==> src/rtl/io_out_buffer_if.sv <==
// Handshake bundle between the CPU output port, the buffer and the peripheral.
// IO_OUT_PARITY_EN adds the per_parity signal to the bundle.
interface io_out_buffer_if #(
  parameter int WIDTH = 16,
  parameter int DEPTH = 8
);
  localparam int CW = $clog2(DEPTH) + 1;

  logic             out_req;
  logic [WIDTH-1:0] out_data;
  logic             out_ack;
  logic             per_valid;
  logic [WIDTH-1:0] per_data;
  logic             per_ready;
  logic [CW-1:0]    count;
  logic             full;
  logic             empty;
`ifdef IO_OUT_PARITY_EN
  logic             per_parity;

  modport slave (
    input  out_req, out_data, per_ready,
    output out_ack, per_valid, per_data, count, full, empty, per_parity
  );
  modport master (
    output out_req, out_data, per_ready,
    input  out_ack, per_valid, per_data, count, full, empty, per_parity
  );
`else
  modport slave (
    input  out_req, out_data, per_ready,
    output out_ack, per_valid, per_data, count, full, empty
  );
  modport master (
    output out_req, out_data, per_ready,
    input  out_ack, per_valid, per_data, count, full, empty
  );
`endif
endinterface

==> src/rtl/io_out_buffer.sv <==
// CPU-to-peripheral output FIFO with req/ack accept FSM.
// Optional IO_OUT_PARITY_EN stores even parity with each word and exposes per_parity.
module io_out_buffer #(
  parameter int WIDTH = 16,
  parameter int DEPTH = 8
) (
  input logic           clk,
  input logic           rst_b,
  io_out_buffer_if.slave bus
);
  localparam int AW = $clog2(DEPTH);
  localparam int CW = AW + 1;
  localparam logic [CW-1:0] FULL_COUNT = CW'(DEPTH);
`ifdef IO_OUT_PARITY_EN
  localparam int EW = WIDTH + 1;
`else
  localparam int EW = WIDTH;
`endif

  typedef enum logic [1:0] {IDLE, ACK, WAIT_LOW} state_t;

  state_t        state;
  logic          ack_r;
  logic [EW-1:0] mem [DEPTH];
  logic [AW-1:0] wr_ptr, rd_ptr;
  logic [CW-1:0] cnt, cnt_next;
  logic          full_r, empty_r;
  logic          push, pop;
  logic [EW-1:0] wr_entry, head;

  // full is the registered flag, so a same-cycle pop never admits a push
  assign push = (state == IDLE) && bus.out_req && !full_r;
  assign pop  = !empty_r && bus.per_ready;

`ifdef IO_OUT_PARITY_EN
  assign wr_entry = {^bus.out_data, bus.out_data};
`else
  assign wr_entry = bus.out_data;
`endif

  always_comb begin
    cnt_next = cnt;
    case ({push, pop})
      2'b10:   cnt_next = cnt + CW'(1);
      2'b01:   cnt_next = cnt - CW'(1);
      default: cnt_next = cnt;
    endcase
  end

  always_ff @(posedge clk) begin
    if (!rst_b) begin
      state <= IDLE;
      ack_r <= 1'b0;
    end else begin
      case (state)
        IDLE: begin
          ack_r <= push;
          if (push) state <= ACK;
        end
        ACK: begin
          ack_r <= 1'b0;
          state <= bus.out_req ? WAIT_LOW : IDLE;
        end
        WAIT_LOW: begin
          ack_r <= 1'b0;
          if (!bus.out_req) state <= IDLE;
        end
        default: begin
          ack_r <= 1'b0;
          state <= IDLE;
        end
      endcase
    end
  end

  always_ff @(posedge clk) begin
    if (!rst_b) begin
      wr_ptr  <= '0;
      rd_ptr  <= '0;
      cnt     <= '0;
      full_r  <= 1'b0;
      empty_r <= 1'b1;
    end else begin
      if (push) wr_ptr <= wr_ptr + AW'(1);
      if (pop)  rd_ptr <= rd_ptr + AW'(1);
      cnt     <= cnt_next;
      full_r  <= (cnt_next == FULL_COUNT);
      empty_r <= (cnt_next == '0);
    end
  end

  // storage is not reset; empty masks stale contents
  always_ff @(posedge clk) begin
    if (rst_b && push) mem[wr_ptr] <= wr_entry;
  end

  assign head          = mem[rd_ptr];
  assign bus.out_ack   = ack_r;
  assign bus.per_valid = !empty_r;
  assign bus.per_data  = head[WIDTH-1:0];
  assign bus.count     = cnt;
  assign bus.full      = full_r;
  assign bus.empty     = empty_r;
`ifdef IO_OUT_PARITY_EN
  assign bus.per_parity = head[WIDTH] & !empty_r;
`endif
endmodule

==> src/flat_wrapper.sv <==
// flat-port wrapper written by rule: the top's interface ports become plain ports
module io_out_buffer_flat 
#(
  parameter int WIDTH = 16,
  parameter int DEPTH = 8
)
  (clk, rst_b, bus_out_req, bus_out_data, bus_per_ready, bus_out_ack, bus_per_valid, bus_per_data, bus_count, bus_full, bus_empty);
  io_out_buffer_if #(.WIDTH(WIDTH), .DEPTH(DEPTH)) bus_i ();
  input logic clk;
  input logic rst_b;
  input wire logic [$bits(bus_i.out_req)-1:0] bus_out_req;
  input wire logic [$bits(bus_i.out_data)-1:0] bus_out_data;
  input wire logic [$bits(bus_i.per_ready)-1:0] bus_per_ready;
  output wire logic [$bits(bus_i.out_ack)-1:0] bus_out_ack;
  output wire logic [$bits(bus_i.per_valid)-1:0] bus_per_valid;
  output wire logic [$bits(bus_i.per_data)-1:0] bus_per_data;
  output wire logic [$bits(bus_i.count)-1:0] bus_count;
  output wire logic [$bits(bus_i.full)-1:0] bus_full;
  output wire logic [$bits(bus_i.empty)-1:0] bus_empty;
  assign bus_i.out_req = bus_out_req;
  assign bus_i.out_data = bus_out_data;
  assign bus_i.per_ready = bus_per_ready;
  assign bus_out_ack = bus_i.out_ack;
  assign bus_per_valid = bus_i.per_valid;
  assign bus_per_data = bus_i.per_data;
  assign bus_count = bus_i.count;
  assign bus_full = bus_i.full;
  assign bus_empty = bus_i.empty;
  io_out_buffer #(.WIDTH(WIDTH), .DEPTH(DEPTH)) u_core (.clk(clk), .rst_b(rst_b), .bus(bus_i));
endmodule
==> config.mk <==
export PLATFORM = sky130hd
export DESIGN_NAME = io_out_buffer_flat
export DESIGN_NICKNAME = d
export VERILOG_FILES = /design/src/rtl/io_out_buffer_if.sv /design/src/rtl/io_out_buffer.sv /design/src/flat_wrapper.sv
export SDC_FILE = /design/constraint.sdc
export NUM_CORES = 1
export LEC_CHECK = 0
export ABC_AREA = 1
export BUFFER_PORTS_ARGS = -buffer_cell sky130_fd_sc_hd__buf_2
export CORE_MARGIN = 2
export CORE_UTILIZATION = 35
export DETAILED_ROUTE_END_ITERATION = 8
export SLEW_MARGIN = 20
export SYNTH_ARGS = -nofsm -noshare
export SYNTH_HDL_FRONTEND = slang
export SYNTH_SLANG_ARGS = --single-unit
==> constraint.sdc <==
create_clock -name clk -period 2.2 [get_ports clk]
set_input_delay 0.22 -clock clk [delete_from_list [all_inputs] [get_ports clk]]
set_output_delay 0.22 -clock clk [all_outputs]
set_load 0.02 [all_outputs]
==> impl_results.md <==
- GRT Resource Usage Total: 14.0%
- Via-to-Cell Ratio: 4.78
- Switching Share: 30.7%
- Post-Syn Instances: 476
- Synth Register Bits: 146
- Critical Path End: bus_per_data[4]
- Yosys Warn Count: 0
- Starting Density: 35.4%
- Syn Area/Cell: 12.2 um2
- Clock buffer depth: 2
- Rel. slew slack: 70.2%
- Hold Violations, Final: 0
- Reg2reg setup slack: 300 ps
- GPL Wtd Cong: 0.711
- Top-count cell post-synth: edfxtp_1
- Synth async-reset ratio: 0%
- Mapped Area: 0.00581 mm2
- Top post-synthesis cells by area: edfxtp_1 66%, nor2_1 7.7%, dfxtp_1 6.2%, o32ai_1 4.8%, nand2_1 4.7%
- Largest net degree at the start of global routing: 65
- Routed length per instance: 16.1 um
- Psw: 2.50 mW
- Post-synthesis adder-cell area fraction: 1.08%
- Nets: 553
- Power share of the combinational group: 23.7%
- Worst-path clk slew: 60 ps
- Area after DPL: 0.00628 mm2
- CP Class: reg -> out
- Netlist cell types: 24
- Multiplexer share of the synthesized area: 0%
- DP Wirelength: 6590 um
- Placed insts: 728
- Vias in the first global route: 3,592
- Area fraction of the dominant cell type after synthesis: 66.2%
- Peak VDD IR: 567 uV
- Cell taking the most area after synthesis: edfxtp_1
- Final Setup Violations: 0
- Cell with the largest stage delay on the worst path: dfxtp_4
- Die ar.: 0.0176 mm2
- Worst path max stage delay: 430 ps
- WP data arrival: 1890 ps
- P&R area growth vs syn: 19.2%
- Synth cell count leaders: 128 x edfxtp_1, 119 x nor2_1, 72 x nand2_1, 36 x o21ai_0, 32 x o32ai_1
- Sequential-to-total area share from yosys stat: 72.4%
- CTS tree: done
- First-pass GRT wire length: 18,500 um
- Pwr/cell area: 1180 mW/mm2
- Finished Layout Cells: 761
- Root Driver: clkbuf_16
- Finished Core Util: 42.2%
- Htree depth: 4
- CP Capture Type: output pin
- CTS sink cnt: 146
- Worst Tran Pin Value: 447 ps
- Total wire length: 12,300 um
- Clk pwr share: 35.6%
- Seq pwr share: 40.6%
- WP data required: 1980 ps
- Synth Area in XOR/XNOR: 0.452%
- FMAX: 0.473 GHz
- Max FO, Critical Path: 32
- Largest family of logic cells by synthesized area: simple AND/OR/NAND/NOR gates
- # IOs: 44
- DRC Markers: 0
- Synthesized net count: 501
- Hold Crit Class: in -> reg
- Worst r2r src: u_core.bus.empty$_SDFF_PN1_
- Max Cap Viol: 0
- Setup Skew: 13.0 ps
- CP most frequent cell: nand2_1
- Top FF cell, synth: edfxtp_1
- Internal Power: 5.65 mW
- Num CTS Buffers: 17
- N_diodes: 0
- Share of cells above drive strength 1: 18.3%
- Core area: 0.0164 mm2
- Status: complete, no violations
- Row Count: 47
- Grt total ovfl: 0
- Initial antenna violation count: 0
- DRT Pass-1 Iters: 5
- Pre-CTS setup slack: 234 ps
- Number of I/O port buffers: 43
- Startpoint types: flop
- Fin crit period: 2110 ps
- Post-route clock period utilization: 96.1%
- Chip Height: 133 um
- R2R cell count: 14
- Number of synthesized flops with an enable pin: 128
- Post-Layout Inst Area: 0.00692 mm2
- RR Endpoint: u_core.bus.empty$_SDFF_PN1_
- Die X: 133 um
- Initial drt markers: 372
- Leak: 2.52 nW
- Clk_lat worst skew: 420 ps
- Synth Area in Compound Gates: 8.27%
- Post-CTS Hold Buffers: 0
- Final slew viol count: 0
- Setup_tns: 0 ps
- Antenna-violating nets left: 0
- Crit-path cells: buf_12, nor2_1, o32ai_1, nand2_1, nand2_1, buf_2
- PnR worst setup slack: 86.1 ps
- Via count: 3,637
- Simple-Gate Fraction of Synth Area: 13.8%
==> worst min-delay path by stage <==
stage / start / end / slack [ps] / cells past startpoint
after floorplan: bus_out_data[0] / u_core.mem[0][0]$_DFFE_PP_ / 320 / 0
after global placement: u_core.rd_ptr[2]$_SDFFE_PN0N_ / u_core.rd_ptr[2]$_SDFFE_PN0N_ / 460 / 2
after detailed placement: u_core.rd_ptr[2]$_SDFFE_PN0N_ / u_core.rd_ptr[2]$_SDFFE_PN0N_ / 460 / 2
after CTS: bus_out_req / u_core.state[1]$_SDFFE_PN0P_ / 20 / 3
after global routing: bus_out_req / u_core.state[1]$_SDFFE_PN0P_ / 50 / 3
final: bus_out_req / u_core.state[1]$_SDFFE_PN0P_ / 50 / 3
==> final cells by class <==
cell class	count	area, um2
clock buffer	18	429
clock inverter	14	175
fill	1479	9480
inverter	19	83.8
multi-input combinational	287	1390
sequential	146	4210
tap	220	275
timing repair buffer	57	363
==> state kept, by name, indices dropped and copies added (netlist names), named ones only <==
register / count
u_core.bus.count: 4
u_core.mem: 128
u_core.state: 2
u_core.bus.out_ack: 1
u_core.bus.full: 1
u_core.wr_ptr: 3
u_core.rd_ptr: 3
u_core.bus.empty: 1
==> cells in the final DEF, fill, tap and decap left out <==
cell          n
buf_2        43
buf_4        11
clkbuf_1      1
inv_2         2
inv_6         5
nand3_1       9
o32ai_1      31
dfxtp_2       1
nand2_1      72
o32ai_2       1
clkinv_2      2
or2_2         1
o21ai_0      35
clkinv_4      1
nor2_2        2
bufinv_16     3
dfxtp_1      16
nor3_1        1
clkinv_8      1
a21oi_1       4
dfxtp_4       1
clkinvlp_4    3
xor2_1        1
nand2b_1      1
nor2_1      119
xnor2_1       2
ha_1          5
nor3_2        2
inv_1        16
edfxtp_1    128
o21ai_1       1
buf_12        2
clkbuf_16    18
==> metal layers <==
| layer | part of all wire [%] | GRT usage, % |
|---|---|---|
| met5 | 0 | 0 |
| met4 | 1.1 | 6.09 |
| met3 | 4.2 | 4.41 |
| met2 | 52 | 23.0 |
| met1 | 43 | 17.0 |
==> power by group through the flow <==
stage | sequential (mW) | combinational, mW | clock, mW
6_report | 3.31 | 1.94 | 2.90
5_1_grt | 3.33 | 2.16 | 3.08
4_1_cts | 3.30 | 1.90 | 2.97
3_5_place_dp | 3.36 | 1.89 | 0
3_3_place_gp | 3.35 | 1.84 | 0
2_1_floorplan | 3.40 | 1.34 | 0
==> per-stage QoR <==
stage | hold slack (ps) | total power, mW
2_1_floorplan | 319 | 4.74
3_3_place_gp | 458 | 5.18
3_5_place_dp | 462 | 5.25
4_1_cts | 24.0 | 8.17
5_1_grt | 53.2 | 8.57
6_report | 48.0 | 8.16
==> critical path: cells and delay by family, from the launching register on <==
| family | cells | cell delay, ps |
|---|---|---|
| DFF | 1 | 430 |
| and+or+nand+nor | 3 | 290 |
| AOI/OAI and AO/OA | 1 | 330 |
| buffers and inverters | 2 | 410 |
==> repair_timing <==
action,4_1_cts,5_1_grt
setup endpoints to repair,0,13
setup buffers,0,0
gates resized for setup,0,5
==> kinds of logic after synthesis <==
| family | Yosys count |
|---|---|
| adders and majority gates | 5 |
| buffers and inverters | 43 |
| xor gates and xnor gates | 3 |
| AOI/OAI and AO/OA | 72 |
| DFF | 146 |
| and+or+nand+nor | 207 |
Note: power is estimated with default switching activity, not from simulation.
